[src/rtl/axil_irq_ctrl.sv]
// AXI-lite interrupt controller: latches rising edges of asynchronous sources into
// pending bits, masks them with an enable register and drives a registered irq.
module axil_irq_ctrl #(
    parameter int ADDR_WIDTH = 8,
    parameter int DATA_WIDTH = 32,
    parameter int N_SRC      = 4
) (
    input  logic                      clk,
    input  logic                      rst,
    input  logic [ADDR_WIDTH-1:0]     s_axil_awaddr,
    input  logic [2:0]                s_axil_awprot,
    input  logic                      s_axil_awvalid,
    output logic                      s_axil_awready,
    input  logic [DATA_WIDTH-1:0]     s_axil_wdata,
    input  logic [DATA_WIDTH/8-1:0]   s_axil_wstrb,
    input  logic                      s_axil_wvalid,
    output logic                      s_axil_wready,
    output logic [1:0]                s_axil_bresp,
    output logic                      s_axil_bvalid,
    input  logic                      s_axil_bready,
    input  logic [ADDR_WIDTH-1:0]     s_axil_araddr,
    input  logic [2:0]                s_axil_arprot,
    input  logic                      s_axil_arvalid,
    output logic                      s_axil_arready,
    output logic [DATA_WIDTH-1:0]     s_axil_rdata,
    output logic [1:0]                s_axil_rresp,
    output logic                      s_axil_rvalid,
    input  logic                      s_axil_rready,
    input  logic [N_SRC-1:0]          src_in,
    output logic                      irq
);

    localparam logic [2:0] IDX_PENDING = 3'd0;
    localparam logic [2:0] IDX_ENABLE  = 3'd1;
    localparam logic [2:0] IDX_STATUS  = 3'd2;
    localparam logic [2:0] IDX_CLAIM   = 3'd3;
    localparam logic [2:0] IDX_COUNT0  = 3'd4;
    localparam logic [1:0] RESP_OKAY   = 2'b00;
    localparam logic [1:0] RESP_SLVERR = 2'b10;

    // Word offsets 0x00..0x10 are mapped; any higher address bit set is a decode miss.
    function automatic logic addr_ok(input logic [ADDR_WIDTH-1:0] a);
        logic ok;
        ok = (a[4:2] <= IDX_COUNT0);
        for (int b = 5; b < ADDR_WIDTH; b++) begin
            if (a[b]) begin
                ok = 1'b0;
            end else begin
                ok = ok;
            end
        end
        return ok;
    endfunction

    function automatic logic [31:0] zext(input logic [N_SRC-1:0] v);
        logic [31:0] r;
        r = 32'd0;
        r[N_SRC-1:0] = v;
        return r;
    endfunction

    function automatic logic [31:0] lowest_idx(input logic [N_SRC-1:0] v);
        logic [31:0] r;
        r = 32'hFFFF_FFFF;
        for (int i = N_SRC - 1; i >= 0; i--) begin
            if (v[i]) begin
                r = 32'(i);
            end else begin
                r = r;
            end
        end
        return r;
    endfunction

    function automatic logic [31:0] strb_mask(input logic [3:0] s);
        logic [31:0] m;
        for (int b = 0; b < 4; b++) begin
            m[8*b +: 8] = {8{s[b]}};
        end
        return m;
    endfunction

    logic [N_SRC-1:0] sync1_q, sync2_q, prev_q, edge_s;
    logic [N_SRC-1:0] pending_q, pending_d, enable_q, enable_d, clr_s;
    logic [31:0]      count_q, count_d, wmask_s, rd_val_s;
    logic             bvalid_q, bvalid_d, rvalid_q, rvalid_d, irq_q;
    logic [1:0]       bresp_q, bresp_d, rresp_q, rresp_d;
    logic [31:0]      rdata_q, rdata_d;
    logic             wr_acc_s, rd_acc_s, wr_ok_s, rd_ok_s, arready_s;
    logic             unused_s;

    assign unused_s = ^{s_axil_awprot, s_axil_arprot, s_axil_awaddr[1:0], s_axil_araddr[1:0]};

    assign edge_s    = sync2_q & ~prev_q;
    assign wr_acc_s  = rst & s_axil_awvalid & s_axil_wvalid & ~bvalid_q;
    assign arready_s = rst & ~rvalid_q;
    assign rd_acc_s  = s_axil_arvalid & arready_s;
    assign wr_ok_s   = addr_ok(s_axil_awaddr);
    assign rd_ok_s   = addr_ok(s_axil_araddr);
    assign wmask_s   = strb_mask(s_axil_wstrb);

    // Register-file next state; a source edge always wins over a same-cycle W1C.
    always_comb begin
        clr_s    = '0;
        enable_d = enable_q;
        count_d  = edge_s[0] ? count_q + 32'd1 : count_q;
        if (wr_acc_s && wr_ok_s) begin
            case (s_axil_awaddr[4:2])
                IDX_PENDING: clr_s    = s_axil_wdata[N_SRC-1:0] & wmask_s[N_SRC-1:0];
                IDX_ENABLE:  enable_d = (enable_q & ~wmask_s[N_SRC-1:0])
                                      | (s_axil_wdata[N_SRC-1:0] & wmask_s[N_SRC-1:0]);
                IDX_COUNT0:  count_d  = (count_q & ~wmask_s) | (s_axil_wdata & wmask_s);
                default:     clr_s    = '0;
            endcase
        end else begin
            clr_s = '0;
        end
        pending_d = (pending_q & ~clr_s) | edge_s;
    end

    // Read mux sampled from current state, so a same-cycle write is not yet visible.
    always_comb begin
        case (s_axil_araddr[4:2])
            IDX_PENDING: rd_val_s = zext(pending_q);
            IDX_ENABLE:  rd_val_s = zext(enable_q);
            IDX_STATUS:  rd_val_s = zext(pending_q & enable_q);
            IDX_CLAIM:   rd_val_s = lowest_idx(pending_q & enable_q);
            IDX_COUNT0:  rd_val_s = count_q;
            default:     rd_val_s = 32'd0;
        endcase
        if (!rd_ok_s) begin
            rd_val_s = 32'd0;
        end else begin
            rd_val_s = rd_val_s;
        end
    end

    // Response channel next state.
    always_comb begin
        bvalid_d = bvalid_q;
        bresp_d  = bresp_q;
        rvalid_d = rvalid_q;
        rresp_d  = rresp_q;
        rdata_d  = rdata_q;
        if (wr_acc_s) begin
            bvalid_d = 1'b1;
            bresp_d  = wr_ok_s ? RESP_OKAY : RESP_SLVERR;
        end else if (bvalid_q && s_axil_bready) begin
            bvalid_d = 1'b0;
        end else begin
            bvalid_d = bvalid_q;
        end
        if (rd_acc_s) begin
            rvalid_d = 1'b1;
            rresp_d  = rd_ok_s ? RESP_OKAY : RESP_SLVERR;
            rdata_d  = rd_val_s;
        end else if (rvalid_q && s_axil_rready) begin
            rvalid_d = 1'b0;
        end else begin
            rvalid_d = rvalid_q;
        end
    end

    // Source synchronizers and edge history.
    always_ff @(posedge clk or negedge rst) begin
        if (!rst) begin
            sync1_q <= '0;
            sync2_q <= '0;
            prev_q  <= '0;
        end else begin
            sync1_q <= src_in;
            sync2_q <= sync1_q;
            prev_q  <= sync2_q;
        end
    end

    // Register file, response channels and irq.
    always_ff @(posedge clk or negedge rst) begin
        if (!rst) begin
            pending_q <= '0;
            enable_q  <= '0;
            count_q   <= 32'd0;
            bvalid_q  <= 1'b0;
            bresp_q   <= 2'b00;
            rvalid_q  <= 1'b0;
            rresp_q   <= 2'b00;
            rdata_q   <= 32'd0;
            irq_q     <= 1'b0;
        end else begin
            pending_q <= pending_d;
            enable_q  <= enable_d;
            count_q   <= count_d;
            bvalid_q  <= bvalid_d;
            bresp_q   <= bresp_d;
            rvalid_q  <= rvalid_d;
            rresp_q   <= rresp_d;
            rdata_q   <= rdata_d;
            irq_q     <= |(pending_q & enable_q);
        end
    end

    assign s_axil_awready = wr_acc_s;
    assign s_axil_wready  = wr_acc_s;
    assign s_axil_bvalid  = bvalid_q;
    assign s_axil_bresp   = bresp_q;
    assign s_axil_arready = arready_s;
    assign s_axil_rvalid  = rvalid_q;
    assign s_axil_rresp   = rresp_q;
    assign s_axil_rdata   = rdata_q;
    assign irq            = irq_q;

endmodule

[config.mk]
export PLATFORM = sky130hd
export DESIGN_NAME = axil_irq_ctrl
export DESIGN_NICKNAME = d
export VERILOG_FILES = /design/src/rtl/axil_irq_ctrl.sv
export SDC_FILE = /design/constraint.sdc
export NUM_CORES = 1
export LEC_CHECK = 0
export CAP_MARGIN = 10
export CORE_ASPECT_RATIO = 0.75
export CORE_MARGIN = 2
export CORE_UTILIZATION = 44
export CTS_CLUSTER_SIZE = 14
export DETAILED_ROUTE_END_ITERATION = 6
export GPL_TIMING_DRIVEN = 1
export PLACE_DENSITY = 0.76
export SYNTH_ARGS = -nofsm -noshare
export SYNTH_HDL_FRONTEND = slang
export SYNTH_SLANG_ARGS = --single-unit
[constraint.sdc]
create_clock -name clk -period 1.6 [get_ports clk]
set_input_delay 0.4 -clock clk [delete_from_list [all_inputs] [get_ports clk]]
set_output_delay 0.4 -clock clk [all_outputs]
set_load 0.05 [all_outputs]
# Word-level counts from Yosys, hierarchy flattened
# Cells that the tools add are included.
[op_classes] n_addsub=1 mul=0 div=0 order_cmp=2 eq_ne=6 n_shift=0 muxes=23 bitwise=21 n_reduce_logical=9
[ops] cell="two-way mux 32 bit" n=8
[ops] cell="one-hot mux 32 bit (5 select lines)" n=1
[ops] cell="bitwise AND 32 bit" n=2
[ops] cell="adder 32 x 1 -> 32 bit, second input constant" n=1
[ops] cell="inverter 32 bit" n=1
[ops] cell="OR 32 bit" n=1
[ops] cell="bitwise AND 4 bit" n=5
[ops] cell="inverter 4 bit" n=3
[ops] cell="two-way mux 1 bit" n=10
[ops] cell="two-way mux 4 bit" n=2
[ops] cell="OR 4 bit" n=2
[ops] cell="== test 3 x 1 -> 1 bit, second input constant" n=2
[ops] cell="== test 3 x 2 -> 1 bit, second input constant" n=2
[ops] cell="== test 3 bit, second input constant" n=2
[ops] cell="less-or-equal comparator 3 bit, second input constant" n=2
[ops] cell="logical NOT 3 bit" n=2
[ops] cell="bitwise AND 1 bit" n=5
[ops] cell="two-way mux 2 bit" n=2
[ops] cell="nonzero test 2 bit" n=2
[ops] cell="OR reduction 4 bit" n=1
[ops] cell="logical AND 1 bit" n=3
[ops] cell="inverter 1 bit" n=2
[ops] cell="AND reduction 2 bit" n=1
[totals] ff_bits=91 latch_bits=0 ramBits=0 mem_bits_ro=0 input_bits=69 out_inout_bits=42 word_cells=74 n_memories=0

# Logic depth before layout (Yosys ltp)
[depth] ltp_word=9 mapped_depth=8 ltp_nobuf=6

# Least setup slack after synthesis
# No wires, ideal clock.
[synth_path] path_kind="register to register" startpoint="register rvalid_q (netlist: s_axil_rvalid)" endpoint="register rdata_q[22] (netlist: s_axil_rdata[22])" setup_time_ns=0.083 arrival_ns=2.130 required_time_ns=1.517 path_slack_ns=-0.612 path_stages_with_launch=6 path_buffers=1 period_less_slack_ns=2.212 cell_sequence="dfrtp_1 > nor2b_1 > and2_1 > o211ai_1 > clkbuf_1 > o21ai_0"
[synth_via] elab_chain_cells=3
[synth_lines] element="start, declared" line="86" text="logic bvalid_q, bvalid_d, rvalid_q, rvalid_d, irq_q;"
[synth_lines] element="start signal, assigned" line="195" text="rvalid_q <= rvalid_d;"
[synth_lines] element="inverter 1 bit" line="96" text="assign arready_s = rst & ~rvalid_q;"
[synth_lines] element="bitwise AND 1 bit" line="96"
[synth_lines] element="net s_axil_arready" line="24" text="output logic s_axil_arready,"
[synth_lines] element="bitwise AND 1 bit" line="97" text="assign rd_acc_s = s_axil_arvalid & arready_s;"
[synth_lines] element="end signal, assigned" line="197" text="rdata_q <= rdata_d;"
[synth_lines] element="end, declared" line="88" text="logic [31:0] rdata_q, rdata_d;"
# The timed path passes the listed nets, and every way through them passes these cells.
# A chain may end at the register's enable or synchronous reset.

==> out/results.ini <==
[timing]
max_freq_mhz = 563
fin_ws_ps = -178
finClkSkew_ps = 6.54
hold_viol_final = 0
rsz0062_at_grt = yes
fin_crit_sh_pct = 111
fin_crit_ps = 1780
setup_viol = 42
slew_violations = 0

[finish]
fin_cells = 801
finalInstanceArea_um2 = 7400
layout-drive-gt1-share_pct = 37.2
layout_common_cells = buf_4 (90), dfrtp_1 (87), nand2_1 (65), clkdlybuf4s50_1 (48), buf_12 (44)
final_common_cell = buf_4
areaGrowthSynthToFinish_pct = 71.1
diodes = 0
fill_cells = 649
fin_nets = 734

[logic_synthesis]
synth.largest_area_cell = dfrtp_1
syn_area_per_cell_um2 = 9.26
synth_seq_area_share_pct = 51.5
synth_ff_type = dfrtp_1
syn-cell-area_um2 = 4320
async_flop_share_pct = 100
synth.area.top_cells = dfrtp_1 (52%), nand2_1 (6.3%), a21oi_1 (4.9%), o21ai_0 (4.5%), nor2_1 (3.0%)
yosysWarnings = 0
synth_seq_cells = 89
synth_top_area_share_pct = 51.5
synth.distinct_cells = 54
netlist_instances = 467
synth-edff-count = 0

[cts]
ctsHtreeMaxLevel = 3
cts-buffers-inserted = 9
hold_buffers = 0
cts.clk_slew.worst_paths_ps = 60
cts_tree = done
cts.path.max_buffers = 2
worst_skew_pair.late_latency_ps = 340
cts_root_buf = clkbuf_16
clock_sinks = 89

[pwr]
p_leak_nw = 3.24
peakVddDrop_uv = 587
power_w = 0.00640
p_per_area_nw_per_um2 = 865

[routing]
firstDrtPassIters = 6
postRouteAntennaNets = 0
drc = 0
routed-via-count = 4768
vias_per_cell = 5.95
wl_mm = 15.8
wire_per_inst_um = 19.8
drt_iter0_drc = 538

[setup_path]
end_kind = flip-flop
cpPeakStageDelay_ps = 400
critical_path_class = reg -> reg
r2r_cells = 7
arrival_ps = 1990
critical_path.top_delay_family = simple AND/OR/NAND/NOR gates
required_ps = 1810
path_cells = and4b_2, buf_4, nand3_4, buf_6, and3_4, a211oi_2, a311oi_2
worst_path_max_delay_cell = dfrtp_2
cp-start-kind = flip-flop
path_depth = 7
crit_buf_inv = 2
r2r_slack_ps = -180
critPathMaxFanout = 6

[grt]
grt_util_all_layers_pct = 28.6
grt_overflow = 0
grt_max_degree = 90
grt_pass1_vias = 4660
antenna_found_initial = 0
grt_pass1_wl_mm = 24.0

[outcome]
violations = negative setup slack
outcome = finished with violations

[floorplanning]
rows = 31
die_h_um = 89.9
start_util_pct = 45.0
die_x_um = 118
ios = 111
die_area_um2 = 10600
core_um2 = 9620

[hold_path]
hp-class = in -> async

[placement]
dp.cells = 763
io_buffers = 98
hpwl_mm = 10.2
routabilityCongestion = 0.970
dpl_cell_area_um2 = 6550

[job]
drv_cap = 0

## worst paths after layout
kind	startpoint	endpoint
worst min-delay path	rst	asynchronous set/reset pin
worst max-delay path	s_axil_bvalid	flip-flop
worst min register to register	sync1_q[0]	sync2_q[0]
worst max register to register	s_axil_bvalid	flip-flop
max in group asynchronous	rst	s_axil_bvalid
min in group clk	sync1_q[0]	sync2_q[0]
## cell usage after synthesis, types with 2 or more instances
library cell and number:
a21o_1 2, o21a_1 2, dfrtp_1 89, a22oi_1 3
o21ai_0 39, buf_4 6, buf_2 7, clkbuf_1 14
o311ai_0 5, a221oi_1 2, o211ai_1 6, nor3b_1 2
or4_1 2, mux2i_1 6, a31oi_1 2, and2_1 5
nand3_1 19, nor2_1 35, nand4_1 9, a211oi_1 14
nand2_1 73, nor2b_1 3, mux2_2 4, a22o_1 3
nor3_1 7, a311oi_1 5, inv_1 13, a21oi_1 42
nand4b_1 2, o211a_1 2, o221a_2 4, nand2b_1 3
and4b_1 2, and3_1 7, o22ai_1 9
## layer usage
metal / global-route usage [%] / vias up / wire [um] / part of all wire [%]
met3: 5.90 / 51 / 1490 / 9.4
met1: 41.1 / 2321 / 6660 / 42
met5: 0 / - / 0 / 0
met2: 43.7 / 299 / 7240 / 46
met4: 9.03 / 0 / 437 / 2.8
li1: - / 2097 / - / -
## where the power goes
part           switching, W  total (W)  internal (W)
logic              0.000905    0.00171      0.000806
clock network      0.000861    0.00211       0.00125
registers          0.000143    0.00258       0.00243
## stage by stage
step / hold slack [ps] / setup TNS, ps / util, % / setup slack, ps
floorplan: 104 / -9380 / - / -304
global placement: 333 / -26420 / 68.0 / -547
detailed placement: 336 / -29540 / 68.0 / -577
CTS: 305 / -2800 / 74.4 / -147
global route: 324 / -7080 / 76.9 / -235
finish: 272 / -4310 / 76.9 / -178
## final cells by class
class / instances / area (um^2) / share of cell area [%]
clock buffers: 11 / 243 / 3.28
repair buffers: 211 / 2350 / 31.7
well taps: 132 / 165 / 2.23
clock inverters: 5 / 56.3 / 0.761
inverters: 13 / 48.8 / 0.659
multi-input cells: 340 / 2310 / 31.2
flip-flops and latches: 89 / 2230 / 30.1
## timing repair
action / 4_1_cts / 5_1_grt
resized for setup: 61 / 41
cloned: 3 / 2
pin swaps: 24 / 18
buffers inserted: 11 / 6
setup endpoints to repair: 43 / 75
## worst reg2reg max path, delay by kind of cell (launching register included)
| family | cells | cell delay, ps |
|---|---|---|
| buf+inv | 2 | 290 |
| flops | 1 | 400 |
| compound gates | 2 | 330 |
| simple gates | 3 | 640 |
## cell families after synthesis
logic type,synth area share (%)
buf+inv,4.31
fa+ha+maj,0.289
other cells,0.0867
flops,51.5
simple gates,19.6
mux,2.43
compound gates,21.8
No activity file was read; power rests on OpenSTA's default activity.
